<file path="config.mk">
export PLATFORM = sky130hd
export DESIGN_NAME = gf2_31_mul_ds
export DESIGN_NICKNAME = d
export VERILOG_FILES = /design/src/rtl/gf2_31_pkg.sv /design/src/rtl/gf2_31_mul_ds_step.sv /design/src/rtl/gf2_31_mul_ds.sv
export SDC_FILE = /design/constraint.sdc
export NUM_CORES = 1
export LEC_CHECK = 0
export ABC_AREA = 1
export BUFFER_PORTS_ARGS = -buffer_cell sky130_fd_sc_hd__buf_2
export CORE_MARGIN = 1.5
export CORE_UTILIZATION = 60
export DETAILED_ROUTE_END_ITERATION = 8
export GPL_ROUTABILITY_DRIVEN = 1
export PLACE_DENSITY = 0.83
export SETUP_SLACK_MARGIN = 0.05
export SLEW_MARGIN = 20
export SYNTH_ARGS = -nofsm -noshare
export SYNTH_HDL_FRONTEND = slang
export SYNTH_HIERARCHICAL = 1
export SYNTH_SLANG_ARGS = --single-unit
</file>
<file path="constraint.sdc">
create_clock -name clk -period 1.7 [get_ports clk]
set_input_delay 0.255 -clock clk [delete_from_list [all_inputs] [get_ports clk]]
set_output_delay 0.255 -clock clk [all_outputs]
set_load 0.05 [all_outputs]
</file>
<file path="src/rtl/gf2_31_pkg.sv">
// Shared constants, FSM state type and reduction helper for the digit-serial GF(2^31) multiplier.
package gf2_31_pkg;

  localparam int M     = 31;
  localparam int D     = 4;
  localparam int N_DIG = (M + D - 1) / D;
  localparam int B_W   = N_DIG * D;
  localparam int CNT_W = $clog2(N_DIG);

  // h(x) = x^31 + x^13 + x^8 + x^3 + 1, stored without the x^M term
  localparam logic [M-1:0] H_POLY = 31'h0000_2109;

  typedef enum logic [1:0] {
    ST_IDLE = 2'd0,
    ST_BUSY = 2'd1,
    ST_DONE = 2'd2
  } state_e;

  // Fold an (M+D)-bit word back to M bits; valid while deg(H_POLY) + D - 1 < M.
  function automatic logic [M-1:0] red_poly(input logic [M+D-1:0] v);
    logic [M-1:0] r;
    r = v[M-1:0];
    for (int k = 0; k < D; k++) begin
      r = r ^ ((H_POLY & {M{v[M+k]}}) << k);
    end
    return r;
  endfunction

endpackage

</file>
<file path="src/rtl/gf2_31_mul_ds_step.sv">
// One digit step of the multiplier: acc_next = red((acc << D) ^ clmul(a, dig)), purely combinational.
module gf2_mul_digit_step #(
  parameter int              M      = gf2_31_pkg::M,
  parameter int              D      = gf2_31_pkg::D,
  parameter logic [M-1:0]    H_POLY = gf2_31_pkg::H_POLY
) (
  input  logic [M-1:0] acc_i,
  input  logic [M-1:0] a_i,
  input  logic [D-1:0] dig_i,
  output logic [M-1:0] acc_next_o
);

  logic [M+D-1:0] wide_s;

  // Shifted accumulator XOR the D-bit x M-bit carry-less partial products
  always_comb begin
    wide_s = {acc_i, {D{1'b0}}};
    for (int j = 0; j < D; j++) begin
      wide_s = wide_s ^ (({{D{1'b0}}, a_i} & {(M + D){dig_i[j]}}) << j);
    end
  end

  // Bits M..M+D-1 map onto x^k * h_low(x); one fold suffices for a low-degree h
  always_comb begin
    acc_next_o = wide_s[M-1:0];
    for (int k = 0; k < D; k++) begin
      acc_next_o = acc_next_o ^ ((H_POLY & {M{wide_s[M+k]}}) << k);
    end
  end

endmodule

</file>
<file path="src/rtl/gf2_31_mul_ds.sv">
// Digit-serial GF(2^31) multiplier with valid/ready on both sides, one operation in flight.
// Optional build macro GF2_MUL_ZERO_BYPASS_EN: a zero operand goes straight to DONE with out_c = 0.
module gf2_31_mul_ds
  import gf2_31_pkg::*;
(
  input  logic         clk,
  input  logic         rst_n,
  input  logic         in_valid,
  output logic         in_ready,
  input  logic [M-1:0] in_a,
  input  logic [M-1:0] in_b,
  output logic         out_valid,
  input  logic         out_ready,
  output logic [M-1:0] out_c
);

  localparam logic [CNT_W-1:0] LAST_CNT = CNT_W'(N_DIG - 1);

  state_e           state_q, state_d;
  logic [M-1:0]     a_q, a_d;
  logic [B_W-1:0]   b_q, b_d;
  logic [M-1:0]     acc_q, acc_d;
  logic [CNT_W-1:0] cnt_q, cnt_d;
  logic             in_ready_q, in_ready_d;
  logic             out_valid_q, out_valid_d;
  logic [M-1:0]     out_c_q, out_c_d;
  logic [1:0]       rst_sync_q, rst_sync_d;

  logic             rst_done_s;
  logic             accept_s;
  logic [M-1:0]     acc_next_s;
`ifdef GF2_MUL_ZERO_BYPASS_EN
  logic             zero_op_s;
`endif

  // Reset asserts asynchronously; handshakes stay blocked until release has crossed two flops
  always_comb begin
    rst_sync_d = {rst_sync_q[0], 1'b1};
  end

  // Reset release synchroniser
  always_ff @(posedge clk or negedge rst_n) begin
    if (!rst_n) begin
      rst_sync_q <= 2'b00;
    end else begin
      rst_sync_q <= rst_sync_d;
    end
  end

  assign rst_done_s = rst_sync_q[1];
  assign accept_s   = in_valid & in_ready_q & rst_done_s;
`ifdef GF2_MUL_ZERO_BYPASS_EN
  assign zero_op_s  = (in_a == {M{1'b0}}) | (in_b == {M{1'b0}});
`endif

  gf2_mul_digit_step #(
    .M      (M),
    .D      (D),
    .H_POLY (H_POLY)
  ) u_step (
    .acc_i      (acc_q),
    .a_i        (a_q),
    .dig_i      (b_q[B_W-1 -: D]),
    .acc_next_o (acc_next_s)
  );

  // State and datapath registers
  always_ff @(posedge clk or negedge rst_n) begin
    if (!rst_n) begin
      state_q     <= ST_IDLE;
      a_q         <= {M{1'b0}};
      b_q         <= {B_W{1'b0}};
      acc_q       <= {M{1'b0}};
      cnt_q       <= {CNT_W{1'b0}};
      in_ready_q  <= 1'b1;
      out_valid_q <= 1'b0;
      out_c_q     <= {M{1'b0}};
    end else begin
      state_q     <= state_d;
      a_q         <= a_d;
      b_q         <= b_d;
      acc_q       <= acc_d;
      cnt_q       <= cnt_d;
      in_ready_q  <= in_ready_d;
      out_valid_q <= out_valid_d;
      out_c_q     <= out_c_d;
    end
  end

  // Next-state logic
  always_comb begin
    state_d = state_q;
    case (state_q)
      ST_IDLE: begin
        if (accept_s) begin
`ifdef GF2_MUL_ZERO_BYPASS_EN
          if (zero_op_s) begin
            state_d = ST_DONE;
          end else begin
            state_d = ST_BUSY;
          end
`else
          state_d = ST_BUSY;
`endif
        end else begin
          state_d = ST_IDLE;
        end
      end
      ST_BUSY: begin
        if (cnt_q == LAST_CNT) begin
          state_d = ST_DONE;
        end else begin
          state_d = ST_BUSY;
        end
      end
      ST_DONE: begin
        if (out_ready) begin
          state_d = ST_IDLE;
        end else begin
          state_d = ST_DONE;
        end
      end
      default: state_d = ST_IDLE;
    endcase
  end

  // Outputs are registered from the next state; b shifts left so its top digit is always current
  always_comb begin
    a_d         = a_q;
    b_d         = b_q;
    acc_d       = acc_q;
    cnt_d       = cnt_q;
    out_c_d     = out_c_q;
    in_ready_d  = (state_d == ST_IDLE);
    out_valid_d = (state_d == ST_DONE);
    case (state_q)
      ST_IDLE: begin
        if (accept_s) begin
          a_d   = in_a;
          b_d   = {{(B_W - M){1'b0}}, in_b};
          acc_d = {M{1'b0}};
          cnt_d = {CNT_W{1'b0}};
`ifdef GF2_MUL_ZERO_BYPASS_EN
          if (zero_op_s) begin
            out_c_d = {M{1'b0}};
          end else begin
            out_c_d = out_c_q;
          end
`endif
        end else begin
          a_d = a_q;
        end
      end
      ST_BUSY: begin
        acc_d = acc_next_s;
        b_d   = b_q << D;
        cnt_d = cnt_q + CNT_W'(1);
        if (cnt_q == LAST_CNT) begin
          out_c_d = acc_next_s;
        end else begin
          out_c_d = out_c_q;
        end
      end
      ST_DONE: begin
        out_c_d = out_c_q;
      end
      default: begin
        acc_d = {M{1'b0}};
        cnt_d = {CNT_W{1'b0}};
      end
    endcase
  end

  assign in_ready  = in_ready_q;
  assign out_valid = out_valid_q;
  assign out_c     = out_c_q;

endmodule

</file>
# Yosys cells after proc, flatten, opt, wreduce, memory -nomap -nowiden
# Cells that the tools add are included.
totals:
  wordCells: 47
  ff_bits: 134
  inputBits: 66
classes:
  mux: 10
  n_eq_ne: 5
  n_bitwise: 15
  reduce_logical: 7
  addsub: 1
op_table:
  columns: ["operator", "n"]
  rows:
  - ["35-bit XOR", 4]
  - ["31-bit one-hot mux with 3 select lines", 1]
  - ["32-bit one-hot mux with 2 select lines", 1]
  - ["31-bit by 35-bit AND with 35-bit output", 1]
  - ["31-bit by 34-bit AND with 34-bit output", 1]
  - ["31-bit by 33-bit AND with 33-bit output", 1]
  - ["31-bit by 32-bit AND with 32-bit output", 1]
  - ["32-bit 2-to-1 mux", 1]
  - ["31-bit 2-to-1 mux", 1]
  - ["31-bit by 14-bit XOR with 31-bit output", 1]
  - ["31-bit by 15-bit XOR with 31-bit output", 1]
  - ["31-bit by 16-bit XOR with 31-bit output", 1]
  - ["31-bit by 17-bit XOR with 31-bit output", 1]
  - ["3-bit one-hot mux with 3 select lines", 1]
  - ["2-bit AND reduction", 4]
  - ["2-bit one-hot mux with 3 select lines", 1]
  - ["2-bit == test (second input constant)", 2]
  - ["2-bit zero test", 2]
  - ["2-bit 2-to-1 mux", 2]
  - ["3-bit by 1-bit adder with 3-bit output (second input constant)", 1]
  - ["3-bit == test (second input constant)", 1]
  - ["3-bit 2-to-1 mux", 1]
  - ["1-bit AND", 2]
  - ["2-bit by 1-bit == test with 1-bit output (second input constant)", 1]
  - ["other kinds (4)", 4]

# Depth between registers and ports, before layout
logic_depth:
  depth_word: 10
  ltp_mapped: 14
  ltp_nobuf: 12

# Modules after synthesis
# Netlist, hierarchy kept.
modules_own_cells:
  columns: ["module", "area_each_um2", "n_inst", "cells_per_inst"]
  rows:
  - ["gf2_31_mul_ds", 5831.8, 1, 667]
  - ["gf2_mul_digit_step", 2813.9, 1, 535]

# Least setup slack after synthesis
# Ideal clock, no wire load.
synth_timing:
  path_type: "register to register"
  start: "register b_q[29]"
  end: "register out_c_q[15] (netlist: out_c[15])"
  stages_incl_launch_ff: 11
  path_slack_ps: 220
  period_less_slack_ps: 1480
  arrival_ps: 1360
  path_cell_list: "dfrtp_1 > buf_6 > buf_6 > nand2_4 > xor2_2 > inv_1 > or2_0 > nand3b_1 > nand2_1 > nand3_2 > nand2_1"
synth_between:
  elab_chain_len: 8
synth_lines:
  columns: ["element", "line", "rtl"]
  rows:
  - ["start, declared", "gf2_31_mul_ds.sv:21", "logic [B_W-1:0] b_q, b_d;"]
  - ["start signal, assigned", "gf2_31_mul_ds.sv:72", "b_q <= {B_W{1'b0}};"]
  - ["31-bit by 34-bit AND with 34-bit output (*)", "gf2_31_mul_ds_step.sv:19", "wide_s = wide_s ^ (({{D{1'b0}}, a_i} & {(M + D){dig_i[j]}}) << j);"]
  - ["35-bit XOR (*) (3 in series)", "gf2_31_mul_ds_step.sv:19", null]
  - ["31-bit by 14-bit XOR with 31-bit output", "gf2_31_mul_ds_step.sv:27", "acc_next_o = acc_next_o ^ ((H_POLY & {M{wide_s[M+k]}}) << k);"]
  - ["31-bit by 15-bit XOR with 31-bit output", "gf2_31_mul_ds_step.sv:27", null]
  - ["31-bit by 16-bit XOR with 31-bit output (*)", "gf2_31_mul_ds_step.sv:27", null]
  - ["31-bit by 17-bit XOR with 31-bit output (*)", "gf2_31_mul_ds_step.sv:27", null]
  - ["named net acc_next_s[15]", "gf2_31_mul_ds.sv:31", "logic [M-1:0] acc_next_s;"]
  - ["end signal, assigned", "gf2_31_mul_ds.sv:77", "out_c_q <= {M{1'b0}};"]
  - ["end signal, assigned", "gf2_31_mul_ds.sv:86", "out_c_q <= out_c_d;"]
  - ["end, declared", "gf2_31_mul_ds.sv:26", "logic [M-1:0] out_c_q, out_c_d;"]
# Mark *: on every way through the listed nets, which the timed path passes. The rest lies on a longest branch.
# A chain may end at the register's enable or synchronous reset.

# Final worst setup path
layout_timing:
  start: "register b_q[29]"
  end: "register out_c_q[23] (netlist: out_c[23])"
layout_between:
  elab_chain_len: 8
layout_lines:
  columns: ["element", "line"]
  rows:
  - ["31-bit by 34-bit AND with 34-bit output", "gf2_31_mul_ds_step.sv:19"]
  - ["35-bit XOR (3 in series)", "gf2_31_mul_ds_step.sv:19"]
  - ["31-bit by 14-bit XOR with 31-bit output", "gf2_31_mul_ds_step.sv:27"]
  - ["31-bit by 15-bit XOR with 31-bit output", "gf2_31_mul_ds_step.sv:27"]
  - ["31-bit by 16-bit XOR with 31-bit output", "gf2_31_mul_ds_step.sv:27"]
  - ["31-bit by 17-bit XOR with 31-bit output", "gf2_31_mul_ds_step.sv:27"]
  - ["named net acc_next_s[23]", "gf2_31_mul_ds.sv:31"]
# The timed path passes the listed nets, and every way through them passes these cells.

==> flow_summary.yaml <==
setup_path:
  crit_fanout: 14
  critPathKind: "reg -> reg"
  crit_path_start: "b_q[29]"
  cp.required_ns: 2.07
  reg2reg_to: "out_c[23]"
  rrSetupSlack_ns: 0.03
  arrival_ns: 2.03
  cp-start-kind: "register"
  r2r-start: "b_q[29]"
  crit_end: "out_c[23]"
  endpoint_kind: "register"
  ff2ff_path_depth: 10
layout:
  drive_above_1_share: 0.2253
  fill_cells: 1081
  finalNonFillerCells: 1498
  area_growth_pct: 19.00
  finalCoreUtilization: 0.7355
  nNetsFinal: 1373
  design_area_mm2: 0.01029
  antenna_cells: 0
clock_tree:
  clk_latency_ns: 0.43
  path_clk_slew_ns: 0.06
  cts-htree-levels: 4
  clock-sinks: 134
  cts-root-buf: "clkbuf_16"
  cts_tree: "done"
  cts_buffers: 17
  clock_path_buffers: 2
drt:
  drcViolationCount: 0
  wl_um: 23060
  wl_per_cell_um: 15.39
  ant_nets: 0
  drt_pre_antenna_iters: 8
  via_count: 8211
  via_per_inst: 5.481
  first_iter_violations: 653
yosys:
  yosysMostFrequentCell: "nand2_1"
  syn_inst: 1202
  yosys_warnings: 6
  netlist.top_cell.by_area: "dfrtp_1"
  synth_top_area_frac: 0.3849
  synthFlopType: "dfrtp_1"
  synth-async-reset-ratio: 1.000
  yosysSeqAreaShare: 0.3880
  synth_area_mm2: 0.008646
  synth.avg_cell_area_um2: 7.193
  synth_area_leaders: "dfrtp_1, nand2_1, nand3_1"
  synth_edf_count: 0
  netlist-cell-type-count: 33
  syn_nets: 1270
  synth_seq_cells: 134
  synth_common_cells: "nand2_1, nand3_1, dfrtp_1, inv_1, buf_2"
grt:
  grt_pass1_vias: 7624
  grt.total_usage: 0.3031
  grt_max_degree: 53
  grt_antenna_before_repair: 0
  grt_pass1_wl_um: 35720
  grt-ovfl-total: 0
placed_design:
  dp_hpwl_um: 14680
  place.gp.congestion: 0.8159
  place.port_buffers: 98
  dp.cells: 1457
  placed_cell_area_mm2: 0.009361
run_status:
  outcome: "completed"
timing:
  skew_ns: 0.008561
  slew_headroom: 0.6382
  rsz0062_at_grt: "true"
  whs_ns: 0.04201
  drv_slew: 0
  fin_crit_ns: 1.666
  min_period_over_period: 0.9800
  tightest_slew_ns: 0.5427
  setup_violations: 0
  max_freq_mhz: 600.2
  hold_viol: 0
power:
  peakVddDrop_mv: 1.249
  fin_total_pwr_mw: 23.45
  leakage_nw: 5.847
  p_per_area_mw_per_mm2: 2279
floorplan:
  die_area_mm2: 0.01514
  rows: 43
  initial_utilization: 0.6181
  core_mm2: 0.01399
  io_pins: 99
  die_w_um: 123.0
  die_h_um: 123.0
min_path:
  hold_path_class: "in -> reg"
job:
  cap_violations: 0
flip-flops by register name, indices dropped and copies added (netlist names):
register and count:
out_c 31, cnt_q 3, in_ready 1, out_valid 1
a_q 31, rst_sync_q 2, state_q 2, b_q 32
acc_q 31
stage by stage:
| step | setup TNS [ns] | setup slack, ns |
|---|---|---|
| 6_report | 0 | 0.03392 |
| 5_1_grt | -0.1307 | -0.03295 |
| 3_3_place_gp | 0 | 0.1416 |
| 4_1_cts | 0 | 0.04577 |
| 2_1_floorplan | 0 | 0.2205 |
| 3_5_place_dp | 0 | 0.09683 |
where the power goes:
group          switching [mW]  total, mW  internal, mW
logic                    8.74       13.5          4.76
clock network            1.43       3.78          2.35
registers                1.52       6.17          4.66
how the worst min path moves through the flow:
stage,from,end,cells after the start
floorplan,rst_n,a_q[0],0
global placement,rst_n,out_c[15],1
detailed placement,rst_n,out_c[16],1
CTS,out_ready,out_valid,2
global route,out_ready,state_q[1],2
finish,out_ready,out_valid,2
cell families (layout without fill, tap and decap cells):
logic type / after synthesis / count (layout) / share of synthesized area
other: 1 / 1 / 0.0004337
AO/OA/AOI/OAI: 4 / 4 / 0.003183
buffers and inverters: 159 / 275 / 0.09059
XOR/XNOR: 68 / 68 / 0.08625
flip-flops: 134 / 134 / 0.3880
adder cells (fa/ha/maj): 2 / 2 / 0.002894
AND/OR/NAND/NOR: 834 / 834 / 0.4287
timing repair:
action                                  in CTS  in global routing
endpoints found under the setup margin       3                 55
pin swaps                                    0                 10
setup buffers                                0                  6
hold buffers                                 1                  0
hold endpoints to repair                    46                  0
cloned                                       0                  2
gates resized for setup                      1                 68
layer usage:
metal	global-route usage	vias up	wire [um]
met3	0.06227	73	1600
met4	0.1214	0	743
met2	0.5083	352	11320
met1	0.3848	3899	9397
met5	0	-	0
li1	-	3887	-
worst max-delay path, cell delays in order (launching register included):
cell and delay, ns:
dfrtp_2 0.48, buf_12 0.19, nand2_4 0.07, xor2_2 0.14, inv_1 0.07, or2_1 0.22
nand2_1 0.07, nand2_1 0.08, nand2_1 0.10, nand3_1 0.08, nand2_1 0.10
layout make-up:
type / count / area (um2) / share of cell area
clock buffers: 21 / 450.4 / 0.04378
clock inverters: 11 / 150.1 / 0.01459
inverters: 96 / 362.8 / 0.03527
multi-input cells: 909 / 4701 / 0.4569
flip-flops and latches: 134 / 3359 / 0.3265
well taps: 180 / 225.2 / 0.02189
repair buffers: 147 / 1040 / 0.1011
placed cells by master (no fill, tap or decap), drive strengths merged, types with 2 or more instances in the layout:
master and n:
nand2 605, nand3 196, buf 145, dfrtp 133
inv 96, xor2 36, xnor2 32, clkbuf 22
or2 21, nand3b 7, clkinv 6, bufinv 3
nor2 3, o31ai 2, ha 2, clkinvlp 2
No activity file was read; power rests on OpenSTA's default activity.
